### src/rtl/ntt_arbiter.sv
// Round-robin arbiter sharing one NTT core between two requesters, one whole polynomial job at a time.
// One cycle of grant latency from IDLE, then zero-latency pass-through both ways; ready/valid pass straight through.
module ntt_arbiter #(
  parameter int N    = 8,
  parameter int logN = 3,
  parameter int logq = 5
) (
  input  logic            clk,
  input  logic            reset_n,
  input  logic            r0_in_valid,
  input  logic [logq-1:0] r0_poly_in,
  output logic            r0_in_ready,
  output logic            r0_out_valid,
  output logic [logq-1:0] r0_poly_out,
  input  logic            r0_out_ready,
  input  logic            r1_in_valid,
  input  logic [logq-1:0] r1_poly_in,
  output logic            r1_in_ready,
  output logic            r1_out_valid,
  output logic [logq-1:0] r1_poly_out,
  input  logic            r1_out_ready,
  output logic            core_in_valid,
  output logic [logq-1:0] core_poly_in,
  input  logic            core_in_ready,
  input  logic            core_out_valid,
  input  logic [logq-1:0] core_poly_out,
  output logic            core_out_ready,
  output logic            busy,
  output logic            owner,
  output logic [15:0]     jobs_done
);

  localparam logic [logN-1:0] LAST_BEAT = logN'(N - 1);

  typedef enum logic [1:0] {
    IDLE,
    LOAD,
    UNLOAD
  } state_t;

  state_t          state;
  state_t          state_d;
  logic            owner_d;
  logic            last_grant;
  logic            last_grant_d;
  logic [logN-1:0] cnt;
  logic [logN-1:0] cnt_d;
  logic [15:0]     jobs_done_d;

  logic            sel_in_valid;
  logic [logq-1:0] sel_poly_in;
  logic            sel_out_ready;

  assign sel_in_valid  = owner ? r1_in_valid  : r0_in_valid;
  assign sel_poly_in   = owner ? r1_poly_in   : r0_poly_in;
  assign sel_out_ready = owner ? r1_out_ready : r0_out_ready;
  assign busy          = (state != IDLE);

  always_ff @(posedge clk or negedge reset_n) begin
    if (!reset_n) begin
      state      <= IDLE;
      owner      <= 1'b0;
      last_grant <= 1'b1;
      cnt        <= '0;
      jobs_done  <= '0;
    end else begin
      state      <= state_d;
      owner      <= owner_d;
      last_grant <= last_grant_d;
      cnt        <= cnt_d;
      jobs_done  <= jobs_done_d;
    end
  end

  always_comb begin
    state_d        = state;
    owner_d        = owner;
    last_grant_d   = last_grant;
    cnt_d          = cnt;
    jobs_done_d    = jobs_done;
    r0_in_ready    = 1'b0;
    r1_in_ready    = 1'b0;
    r0_out_valid   = 1'b0;
    r1_out_valid   = 1'b0;
    r0_poly_out    = '0;
    r1_poly_out    = '0;
    core_in_valid  = 1'b0;
    core_poly_in   = '0;
    core_out_ready = 1'b0;

    case (state)
      IDLE: begin
        if (r0_in_valid || r1_in_valid) begin
          // On a tie the requester that did not own the previous job wins.
          owner_d = (r0_in_valid && r1_in_valid) ? ~last_grant : r1_in_valid;
          cnt_d   = '0;
          state_d = LOAD;
        end
      end

      LOAD: begin
        core_in_valid = sel_in_valid;
        core_poly_in  = sel_poly_in;
        r0_in_ready   = ~owner & core_in_ready;
        r1_in_ready   = owner & core_in_ready;
        if (sel_in_valid && core_in_ready) begin
          cnt_d = cnt + 1'b1;
          if (cnt == LAST_BEAT) begin
            cnt_d   = '0;
            state_d = UNLOAD;
          end
        end
      end

      UNLOAD: begin
        // Core compute latency is absorbed here; there is deliberately no timeout.
        r0_out_valid   = ~owner & core_out_valid;
        r1_out_valid   = owner & core_out_valid;
        r0_poly_out    = owner ? '0 : core_poly_out;
        r1_poly_out    = owner ? core_poly_out : '0;
        core_out_ready = sel_out_ready;
        if (core_out_valid && sel_out_ready) begin
          cnt_d = cnt + 1'b1;
          if (cnt == LAST_BEAT) begin
            cnt_d        = '0;
            last_grant_d = owner;
            jobs_done_d  = jobs_done + 16'd1;
            state_d      = IDLE;
          end
        end
      end

      default: state_d = IDLE;
    endcase
  end

endmodule

### config.mk
export PLATFORM = sky130hd
export DESIGN_NAME = ntt_arbiter
export DESIGN_NICKNAME = d
export VERILOG_FILES = /design/src/rtl/ntt_arbiter.sv
export SDC_FILE = /design/constraint.sdc
export NUM_CORES = 1
export LEC_CHECK = 0
export BUFFER_PORTS_ARGS = -buffer_cell sky130_fd_sc_hd__buf_2
export CAP_MARGIN = 30
export CORE_ASPECT_RATIO = 0.9
export CORE_UTILIZATION = 42
export DETAILED_ROUTE_END_ITERATION = 16
export PLACE_DENSITY = 0.85
export SYNTH_ARGS = -nofsm -noshare
export SYNTH_HDL_FRONTEND = slang
export SYNTH_SLANG_ARGS = --single-unit
### constraint.sdc
create_clock -name clk -period 1.8 [get_ports clk]
set_input_delay 0.36 -clock clk [delete_from_list [all_inputs] [get_ports clk]]
set_output_delay 0.36 -clock clk [all_outputs]
set_load 0.03 [all_outputs]
==> out/results.env, run 1 <==
PORT_BUFFERS=61
SUMMED_NEGATIVE_SETUP_SLACK_OVER_ALL_ENDPOINTS_NS=-0.214
WORST_PIN_SLEW_NS=0.516
SYNTHDISTINCTLIBCELLS=32
MIN_CYCLE_TIME_LAYOUT_NS=1.83
DRV_SLEW=0
TOTAL_ROUTED_WIRELENGTH_MM=3.47
FINAL_HOLD_VIOLATION_COUNT=0
CELLS_ALONG_THE_CRITICAL_PATH='inv_2 -> ha_4 -> nor2b_4 -> and2_1 -> buf_6'
POST-ROUTE-DRC-COUNT=0
LAYOUT_SETUP_WS_NS=-0.0348
CLKPWRFRAC_PCT=12.5
FIRST_ITER_VIOLATIONS=44
AREA_GROWTH_PCT=41.9
NETLIST_TOP_CELLS_AREA='sky130_fd_sc_hd__dfrtp_1 39%, sky130_fd_sc_hd__ha_1 7.1%, sky130_fd_sc_hd__mux2i_1 6.4%'
CORE_AREA_UM2=3110
ROOT_BUFFER='sky130_fd_sc_hd__clkbuf_8'
SYNTH.FF_LATCH_COUNT=23
GRT_START_MAX_NET_PINS=24
WORST_HOLD_PATH_TYPE='input pin to async pin'
MAX_FREQ_MHz=545
POWER_FRAC_SEQ_PCT=27.0
MULTIINPUTGATEAREA_UM2=847
WORSTSETUPENDPOINTTYPE='primary output'
FIN_WORST_SKEW_NS=0.00819
GLOBALROUTE.TOTALOVERFLOW=0
SYNTH_SEQ_AREA_SHARE_PCT=41.0
N_FILL_CELL=245
FLOORPLAN_DIE_AREA_UM2=3580
NUMBER_OF_BUFFERS_CREATED_BY_CTS=3
TIMING.CRITICAL_PATH.ARRIVAL_NS=1.47
CRITICAL_PATH_MAXIMUM_FANOUT=5
RSZ0062_AT_GRT='yes'
FINAL.PERIOD_UTILIZATION_PCT=102
DETAIL_ROUTE.VIAS_PER_CELL=5.15
POSTROUTEANTENNANETS=0
LAYOUT_COMMON_CELLS='47 x sky130_fd_sc_hd__buf_2, 20 x sky130_fd_sc_hd__dfrtp_1, 12 x sky130_fd_sc_hd__nand2_1, 12 x sky130_fd_sc_hd__buf_6, 10 x sky130_fd_sc_hd__and3_1'
SYNTH.CELL_AREA_UM2=1410
CP.REQUIRED_NS=1.44
CTS.REPORTEDPATHS.CLKPINSLEW_NS=0.08
TRITONCTS_CLOCK_TREE='done'
MAXCAPVIOLCOUNT=0
FAILING_CHECKS='negative setup slack'
INSERTION_DELAY_NS=0.26
LAYOUT.AREA.SEQ_UM2=579
SYNTHESIZED_NET_COUNT=164
INSERTEDDIODECOUNT=0
SYN_AVG_CELL_AREA_UM2=10.6
CRITPATHLAUNCHTYPE='flip-flop'
CTSLONGESTPATHBUFFERS=2
TIMING_WORST_SETUP_PATH_TYPE='flip-flop to primary output'
SYNTHCELLS=133
X_DIMENSION_OF_THE_DIE_UM=63.0
SYNTH-WARNING-COUNT=0
POWER_FRAC_COMB_PCT=60.5
DETAILROUTE.VIA_COUNT=1257
POST_PLACE_SETUP_SLACK_NS=0.0410
SWITCHING_POWER_uW=1090
WIRE_PER_INST_UM=14.2
TIMING.CRITICAL_PATH.SLOWEST_CELL_DELAY_NS=0.43
HPWLAFTERDP_MM=2.47
POSTLAYOUTCOREUTIL_PCT=64.1
CORE.ROWCOUNT=19
CELL_WITH_THE_LARGEST_STAGE_DELAY_ON_THE_WORST_PATH='sky130_fd_sc_hd__dfrtp_1'
ANTENNA_VIOLATIONS_BEFORE_REPAIR=0
GP_ROUTABILITY_CONGESTION=0.719
FIRST_GLOBAL_VIAS=1213
MAX_IR_DROP_VDD_uV=622
FP.DIEH_UM=56.9
GRTUSAGETOTAL_PCT=19.6
YOSYS.AREA.TOP_TYPE='sky130_fd_sc_hd__dfrtp_1'
POST_ROUTE_CELLS_DRIVE_ABOVE_1_SHARE_PCT=45.5
INITIAL_CORE_UTIL_PCT=45.2
YOSYS_TOP_CELL_AREA_SHARE_PCT=39.1
CLKSINKCOUNT=23
FINAL_NET_COUNT=234
MAXSLEWHEADROOM_PCT=65.6
P_LEAK_uW=0.00108
GRT_PASS1_WL_MM=5.46
STATUS='finished with violations'
MOST_COMMON_CELL_AFTER_LAYOUT_FILL_AND_TAPS_ASIDE='sky130_fd_sc_hd__buf_2'
HTREEDEPTH=1
CELL_INTERNAL_PWR_uW=1450
P_SW_SHARE_PCT=42.9
FINALSETUPVIOLATIONS=11
POWERDENSITY_nW_PER_UM2=1270
TOP_LEVEL_PORTS=62
DETAIL_ROUTE.FIRST_PASS.ITERATIONS=4
metrics by stage:
stage | total power, µW | area, µm² | hold WS, ns | std cells
final | 2540 | 2000 | 0.0577 | 244
after global routing | 2680 | 2000 | 0.0787 | 244
after CTS | 2330 | 1870 | 0.0746 | 242
after detailed placement | 1930 | 1770 | 0.360 | 236
after global placement | 1890 | 1770 | 0.354 | 236
after floorplan | 1590 | 1410 | 0.0644 | 133
final cells by class:
| cell class | instances | share of cell area (%) |
|---|---|---|
| Inverter | 7 | 1.32 |
| Sequential cell | 23 | 29.0 |
| Multi-Input combinational cell | 99 | 42.4 |
| Timing Repair Buffer | 69 | 22.3 |
| Tap cell | 42 | 2.63 |
| Clock buffer | 4 | 2.26 |
worst paths after layout:
check / start / endpoint / slack (ns) / depth (start not counted)
worst min register to register: jobs_done[12] / jobs_done[12] / 0.51 / 1
max in group asynchronous: reset_n / owner / 1.36 / 1
worst max register to register: state[0] / state[1] / 0.02 / 6
min in group clk: r1_in_valid / owner / 0.40 / 2
worst max-delay path: state[0] / r0_poly_out[0] / -0.03 / 5
worst min-delay path: reset_n / jobs_done[5] / 0.06 / 1
metal layers:
layer,GRT usage [%],vias to the layer above,part of all wire (%)
li1,-,598,-
met1,22.8,610,42
met4,3.99,0,0.60
met5,0,-,0
met3,5.08,2,4.8
met2,35.9,47,52
flip-flops by register name, indices dropped and copies added, names as in the netlist:
register	cells
jobs_done	16
cnt	3
state	2
last_grant	1
owner	1
cells by family (layout without fill, tap and decap cells):
group	after synthesis	after routing	synth area share, %
xor+xnor	15	15	9.34
compound gates	5	5	2.85
simple gates	58	58	25.8
buf+inv	11	80	3.47
fa+ha+maj	8	8	7.12
mux	13	13	10.4
flops	23	23	41.0
cell usage after synthesis (all sizes together):
cell,instances
dfrtp,22
mux2i,10
nand4,5
nor3,1
inv,7
o21a,1
nand3,5
buf,1
or3b,1
xor2,6
nor2,4
nor4,3
nand4b,1
ha,8
nor3b,1
and3b,1
dfstp,1
clkbuf,3
and4,1
xnor2,9
o21ai,2
nand2,12
o22a,1
nor2b,8
and2,5
a32o,1
mux2,3
and3,10
critical path, delay by kind of cell (launching register included):
| family | cells | cell delay [ns] |
|---|---|---|
| buf+inv | 2 | 0.27 |
| flops | 1 | 0.43 |
| fa+ha+maj | 1 | 0.17 |
| simple gates | 2 | 0.34 |
power by group through the flow:
stage,Sequential (µW),Combinational [µW],Clock [µW]
floorplan,672,916,0
global placement,663,1230,0
detailed placement,671,1260,0
CTS,664,1340,320
global route,693,1640,347
finish,685,1530,316
repair_timing:
action	4_1_cts	5_1_grt
gates cloned	0	0
pin swaps	0	3
hold buffers	0	0
setup endpoints to repair	20	34
endpoints found under the hold margin	0	0
resized for setup	17	27
buffers inserted	2	2
(Power assumes the default switching activity.)
==> inputs of run 2 (changes only) <==
--- a/config.mk
+++ b/config.mk
@@ -8,9 +8,9 @@
 export BUFFER_PORTS_ARGS = -buffer_cell sky130_fd_sc_hd__buf_2
 export CAP_MARGIN = 30
 export CORE_ASPECT_RATIO = 0.9
-export CORE_UTILIZATION = 42
+export CORE_UTILIZATION = 30
 export DETAILED_ROUTE_END_ITERATION = 16
-export PLACE_DENSITY = 0.85
+export PLACE_DENSITY = 0.67
 export SYNTH_ARGS = -nofsm -noshare
 export SYNTH_HDL_FRONTEND = slang
 export SYNTH_SLANG_ARGS = --single-unit
==> out/results.env, run 2 (synthesized netlist as in run 1, its figures left out) <==
HPWLAFTERDP_MM=2.33
TRITONCTS_CLOCK_TREE='done'
CP.REQUIRED_NS=1.44
CELL_WITH_THE_LARGEST_STAGE_DELAY_ON_THE_WORST_PATH='sky130_fd_sc_hd__dfrtp_1'
WHS_NS=0.0677
FINALINSTANCEAREA_UM2=2100
FINALSETUPVIOLATIONS=0
DPL_CELL_AREA_UM2=1810
FINAL_HOLD_VIOLATION_COUNT=0
MOST_COMMON_CELL_AFTER_LAYOUT_FILL_AND_TAPS_ASIDE='sky130_fd_sc_hd__buf_2'
ROOT_BUFFER='sky130_fd_sc_hd__clkbuf_8'
INSERTION_DELAY_NS=0.26
FINAL_NET_COUNT=244
FLOORPLAN_DIE_AREA_UM2=4970
MAX_IR_DROP_VDD_uV=385
WORST_HOLD_PATH_TYPE='input pin to async pin'
CTSHOLDBUFFERS=0
DRV_SLEW=0
POST_ROUTE_CELLS_DRIVE_ABOVE_1_SHARE_PCT=50.9
TIMING.CRITICAL_PATH.SLOWEST_CELL_DELAY_NS=0.41
TIMING_WORST_SETUP_PATH_TYPE='flip-flop to primary output'
TOTAL_ROUTED_WIRELENGTH_MM=3.20
WORSTSETUPENDPOINTTYPE='primary output'
DETAILROUTE.VIA_COUNT=1230
CORE.ROWCOUNT=23
HTREEDEPTH=1
WIRE_PER_INST_UM=11.7
FIN_WORST_SKEW_NS=0.00655
POSTROUTEANTENNANETS=0
STATUS='finished clean'
CELLS_ALONG_THE_CRITICAL_PATH='inv_2 -> ha_4 -> nor2b_4 -> and2_4 -> buf_6'
POWERDENSITY_nW_PER_UM2=1220
NUMBER_OF_BUFFERS_CREATED_BY_CTS=3
LAYOUT_COMMON_CELLS='48 x sky130_fd_sc_hd__buf_2, 23 x sky130_fd_sc_hd__buf_4, 20 x sky130_fd_sc_hd__dfrtp_1, 12 x sky130_fd_sc_hd__nand2_1, 10 x sky130_fd_sc_hd__and3_1'
GRT_PASS1_WL_MM=5.00
DETAIL_ROUTE.VIAS_PER_CELL=4.49
TOP_LEVEL_PORTS=62
LAYOUT_SETUP_WS_NS=0.0431
MAXSLEWHEADROOM_PCT=65.2
POSTLAYOUTCOREUTIL_PCT=46.7
POST_PLACE_SETUP_SLACK_NS=0.00842
X_DIMENSION_OF_THE_DIE_UM=74.2
N_FILL_CELL=422
INSERTEDDIODECOUNT=0
P_LEAK_uW=0.00114
CTSLONGESTPATHBUFFERS=2
GLOBALROUTE.TOTALOVERFLOW=0
FINAL.PERIOD_UTILIZATION_PCT=97.6
WORST_PIN_SLEW_NS=0.521
GRTUSAGETOTAL_PCT=13.0
LARGEST_REGISTER='jobs_done'
MIN_CYCLE_TIME_LAYOUT_NS=1.76
PORT_BUFFERS=61
INITIAL_CORE_UTIL_PCT=31.3
CORE_AREA_UM2=4490
LAYOUT_TOP_REGISTERS='jobs_done: 16 flops, cnt: 3 flops, state: 2 flops'
AREA_GROWTH_PCT=49.0
ANTENNA_VIOLATIONS_BEFORE_REPAIR=0
CRITICAL_PATH_MAXIMUM_FANOUT=6
TIMING.CRITICAL_PATH.ARRIVAL_NS=1.40
SUMMED_NEGATIVE_SETUP_SLACK_OVER_ALL_ENDPOINTS_NS=0
NUMBER_OF_FLIP_FLOPS_IN_THE_LARGEST_REGISTER=16
FIRST_GLOBAL_VIAS=1124
CRITPATHLAUNCHTYPE='flip-flop'
GRT_START_MAX_NET_PINS=24
RSZ0062_AT_GRT='yes'
GP_ROUTABILITY_CONGESTION=0.731
POST-ROUTE-DRC-COUNT=0
FIRST_ITER_VIOLATIONS=67
CLKSINKCOUNT=23
FP.DIEH_UM=67.0
DETAIL_ROUTE.FIRST_PASS.ITERATIONS=4
CTS.REPORTEDPATHS.CLKPINSLEW_NS=0.09
MAXCAPVIOLCOUNT=0
MAX_FREQ_MHz=569
run 2: cell types whose count changed in the layout (fill, tap and decap cells not counted), sizes merged:
cell    before  now
clkbuf       5    3
buf         68   79
clkinv       0    1
run 2: worst max-delay path: cells and delay by family, from the launching register on:
kind	cells	cell delay (ns)
adder cells (fa/ha/maj)	1	0.17
buffers and inverters	2	0.22
flip-flops	1	0.41
AND/OR/NAND/NOR	2	0.35
run 2: worst paths after layout:
path,start,end,slack [ns],depth (start not counted)
setup / recovery,state[0],r0_poly_out[4],0.04,5
hold reg to reg,jobs_done[15],jobs_done[15],0.48,1
setup reg to reg,cnt[0],jobs_done[9],0.07,8
min in group clk,r1_in_valid,owner,0.39,2
max in group asynchronous,reset_n,owner,1.35,1
hold / removal,reset_n,jobs_done[2],0.07,1
run 2: where the power goes:
part | leakage [µW] | total (µW) | switching (µW) | internal (µW)
clock | 0.0000255 | 317 | 163 | 154
sequential | 0.000307 | 679 | 87.9 | 591
combinational | 0.000803 | 1550 | 809 | 742
run 2: metrics by stage:
stage | total power [µW] | instances
floorplan | 1590 | 133
detailed placement | 1930 | 258
finish | 2550 | 274
global route | 2710 | 274
global placement | 1920 | 258
CTS | 2330 | 265
run 2: cell type report:
class	instances	area (µm²)	share of cell area [%]
sequential	23	579	27.6
clock inverter	1	5.00	0.239
clock buffer	3	41.3	1.97
timing repair buffer	79	503	24.0
tap	62	77.6	3.70
inverter	7	26.3	1.25
multi-input combinational	99	863	41.2
run 2: what timing repair did:
item | 4_1_cts | 5_1_grt
gates resized for setup | 7 | 49
gates cloned | 0 | 0
setup buffers | 3 | 9
pin swaps | 0 | 11
setup endpoints to repair | 20 | 34
run 2: routing by layer:
metal	global-route usage (%)	part of all wire, %	up-vias	wire length (µm)
li1	-	-	614	-
met1	16.0	47	588	1500
met2	23.0	48	28	1540
met3	3.18	5.0	0	159
met4	2.16	0	0	0
met5	0	0	-	0
==> inputs of run 3 (changes only) <==
--- a/config.mk
+++ b/config.mk
@@ -5,12 +5,13 @@
 export SDC_FILE = /design/constraint.sdc
 export NUM_CORES = 1
 export LEC_CHECK = 0
+export ABC_AREA = 1
 export BUFFER_PORTS_ARGS = -buffer_cell sky130_fd_sc_hd__buf_2
 export CAP_MARGIN = 30
 export CORE_ASPECT_RATIO = 0.9
 export CORE_UTILIZATION = 30
 export DETAILED_ROUTE_END_ITERATION = 16
-export PLACE_DENSITY = 0.67
+export PLACE_DENSITY = 0.66
 export SYNTH_ARGS = -nofsm -noshare
 export SYNTH_HDL_FRONTEND = slang
 export SYNTH_SLANG_ARGS = --single-unit
==> out/results.env, run 3 <==
SYN_AVG_CELL_AREA_UM2=7.40
FINALINSTANCEAREA_UM2=2110
FINAL_HOLD_VIOLATION_COUNT=0
DETAIL_ROUTE.VIAS_PER_CELL=4.46
POST-ROUTE-DRC-COUNT=0
TIMING.CRITICAL_PATH.MAX_DELAY_FAMILY='flip-flops'
POSTROUTEANTENNANETS=0
HTREEDEPTH=1
GRT_START_MAX_NET_PINS=24
FINAL.PERIOD_UTILIZATION_PCT=99.8
TIMING.CRITICAL_PATH.ARRIVAL_NS=1.44
TIMING.CRITICAL_PATH.SLOWEST_CELL_DELAY_NS=0.42
CRITICAL_PATH_MAXIMUM_FANOUT=5
GRT.MET3_USAGE_PCT=4.21
MAXCAPVIOLCOUNT=0
FLOORPLAN_DIE_AREA_UM2=5400
LARGEST_REGISTER='jobs_done'
RR_STARTPOINT='cnt[0]'
CORE.ROWCOUNT=24
YOSYS.AREA.TOP_TYPE='sky130_fd_sc_hd__dfrtp_1'
GRTUSAGEMET1_PCT=17.6
SYNTH_TOP_FLOP_CELL='sky130_fd_sc_hd__dfrtp_1'
SYNTH-WARNING-COUNT=0
MAX_FREQ_MHz=557
CELLS_ALONG_THE_CRITICAL_PATH='inv_2 -> ha_4 -> clkinv_2 -> nor3_2 -> buf_4'
SYNTH_TOP_CELLS_BY_COUNT='67 x sky130_fd_sc_hd__nand2_1, 25 x sky130_fd_sc_hd__inv_1, 25 x sky130_fd_sc_hd__nor2_1'
WORST_PIN_SLEW_NS=0.504
SYNTH-EDFF-COUNT=0
WORSTSETUPENDPOINTTYPE='primary output'
MAXSLEWHEADROOM_PCT=66.4
CELL_WITH_THE_LARGEST_STAGE_DELAY_ON_THE_WORST_PATH='sky130_fd_sc_hd__dfrtp_1'
LAYOUT_COMMON_CELLS='65 x sky130_fd_sc_hd__nand2_1, 43 x sky130_fd_sc_hd__buf_2, 25 x sky130_fd_sc_hd__buf_4, 24 x sky130_fd_sc_hd__nor2_1, 22 x sky130_fd_sc_hd__inv_1'
FINALSETUPVIOLATIONS=0
CRITPATHLAUNCHTYPE='flip-flop'
TOP_USAGE_LAYER='met2'
MET2_USAGE_GRT_PCT=23.9
LAYOUT_TOP_REGISTERS='jobs_done: 16 flops, cnt: 3 flops, state: 2 flops'
TIMING.CRITICAL_PATH.BUF_INV=3
CORE_AREA_UM2=4860
NETLIST_TOP_CELLS_AREA='sky130_fd_sc_hd__dfrtp_1 36%, sky130_fd_sc_hd__nand2_1 16%, sky130_fd_sc_hd__ha_1 6.5%'
CTSLONGESTPATHBUFFERS=2
DETAILROUTE.VIA_COUNT=1535
MOST_COMMON_CELL_AFTER_LAYOUT_FILL_AND_TAPS_ASIDE='sky130_fd_sc_hd__nand2_1'
GP_ROUTABILITY_CONGESTION=0.820
WHS_NS=0.0515
NUMBER_OF_BUFFERS_CREATED_BY_CTS=3
SYNTHCELLS=207
DPL_CELL_AREA_UM2=1920
FIRST_GLOBAL_VIAS=1380
CTSHOLDBUFFERS=0
SYNTHDISTINCTLIBCELLS=23
INSERTION_DELAY_NS=0.26
YOSYSMOSTFREQUENTCELL='sky130_fd_sc_hd__nand2_1'
PORT_BUFFERS=61
TIMING_WORST_SETUP_PATH_TYPE='flip-flop to primary output'
MAX_IR_DROP_VDD_uV=383
REG2REG_SLACK_NS=0.27
TOTAL_ROUTED_WIRELENGTH_MM=3.69
STARTPOINT='state[1]'
SYNTH_ASYNC_SR_FLOP_SHARE_PCT=100
GRT_PASS1_WL_MM=6.10
SYNTHESIZED_NET_COUNT=238
SYNTH.FF_LATCH_COUNT=23
WORST_HOLD_PATH_TYPE='input pin to async pin'
P_LEAK_uW=0.00115
FP.DIEH_UM=69.8
GRTUSAGETOTAL_PCT=13.9
TOP_LEVEL_PORTS=62
FIN_WORST_SKEW_NS=0.00637
CTS.REPORTEDPATHS.CLKPINSLEW_NS=0.08
INSERTEDDIODECOUNT=0
STATUS='finished clean'
DETAIL_ROUTE.FIRST_PASS.ITERATIONS=4
SYNTH_SEQ_AREA_SHARE_PCT=37.6
ROOT_BUFFER='sky130_fd_sc_hd__clkbuf_8'
CP.REQUIRED_NS=1.44
POWERDENSITY_nW_PER_UM2=1080
SYNTH.CELL_AREA_UM2=1530
MIN_CYCLE_TIME_LAYOUT_NS=1.80
DRV_SLEW=0
TRITONCTS_CLOCK_TREE='done'
POST_ROUTE_CELLS_DRIVE_ABOVE_1_SHARE_PCT=35.1
GLOBALROUTE.TOTALOVERFLOW=0
FINAL_NET_COUNT=311
HPWLAFTERDP_MM=2.83
X_DIMENSION_OF_THE_DIE_UM=77.3
INITIAL_CORE_UTIL_PCT=31.5
CLKSINKCOUNT=23
NUMBER_OF_FLIP_FLOPS_IN_THE_LARGEST_REGISTER=16
ANTENNA_VIOLATIONS_BEFORE_REPAIR=0
YOSYS_TOP_CELL_AREA_SHARE_PCT=35.9
AREA_GROWTH_PCT=37.9
WIRE_PER_INST_UM=10.7
FIRST_ITER_VIOLATIONS=79
-- run 3: cell families after synthesis --
| family | after synthesis | synth area share, % |
|---|---|---|
| simple gates | 123 | 36.0 |
| fa+ha+maj | 8 | 6.53 |
| compound gates | 14 | 5.55 |
| flops | 23 | 37.6 |
| xor+xnor | 10 | 5.71 |
| buf+inv | 29 | 8.57 |
-- run 3: power by group --
part	switching [µW]	total (µW)	internal, µW
Combinational	831	1320	487
Sequential	58.2	637	579
Clock	163	317	154
-- run 3: worst register-to-register path, cell delays in order, from the launching register on --
cell and delay (ns):
sky130_fd_sc_hd__dfrtp_1 0.37, sky130_fd_sc_hd__ha_1 0.15, sky130_fd_sc_hd__ha_1 0.19, sky130_fd_sc_hd__nand2_1 0.07, sky130_fd_sc_hd__inv_1 0.06, sky130_fd_sc_hd__nand3_2 0.09, sky130_fd_sc_hd__buf_4 0.18, sky130_fd_sc_hd__nor2_4 0.11
sky130_fd_sc_hd__nand3_1 0.08, sky130_fd_sc_hd__nand2_1 0.07, sky130_fd_sc_hd__nand2_1 0.05
-- run 3: what timing repair did --
item,CTS,global route
setup endpoints to repair,20,21
endpoints found under the hold margin,0,0
cloned,1,0
setup buffers,4,1
pin swaps,0,1
resized for setup,14,33
-- run 3: final timing paths --
kind | end | cells past startpoint
setup reg to reg | jobs_done[15] | 10
max in group asynchronous | state[0] | 1
min in group clk | owner | 3
hold reg to reg | cnt[1] | 2
hold / removal | jobs_done[0] | 1
setup / recovery | r0_in_ready | 5
-- run 3: final cells by class --
| cell class | count | area [µm²] |
|---|---|---|
| Fill cell | 501 | 2750 |
| Sequential cell | 23 | 578 |
| Clock inverter | 1 | 5.00 |
| Clock buffer | 3 | 41.3 |
| Multi-Input combinational cell | 155 | 880 |
| Timing Repair Buffer | 70 | 422 |
| Inverter | 26 | 101 |
| Timing Repair inverter | 1 | 5.00 |
| Tap cell | 65 | 81.3 |
-- run 3: stage by stage --
| step | std cells | util [%] | TNS [ns] | power (µW) | worst slack [ns] |
|---|---|---|---|---|---|
| after floorplan | 207 | - | -0.343 | 1460 | -0.171 |
| after global placement | 334 | 39.4 | 0 | 1700 | 0.155 |
| after detailed placement | 334 | 39.4 | 0 | 1730 | 0.101 |
| after CTS | 343 | 41.6 | -0.0552 | 2160 | -0.0282 |
| after global routing | 344 | 43.4 | -0.0618 | 2450 | -0.0383 |
| final | 344 | 43.4 | 0 | 2270 | 0.00321 |
-- run 3: routing by layer --
layer | part of all wire (%) | vias to the layer above
met1 | 44 | 718
met3 | 3.9 | 4
met5 | 0 | -
met2 | 51 | 23
li1 | - | 790
met4 | 0.73 | 0
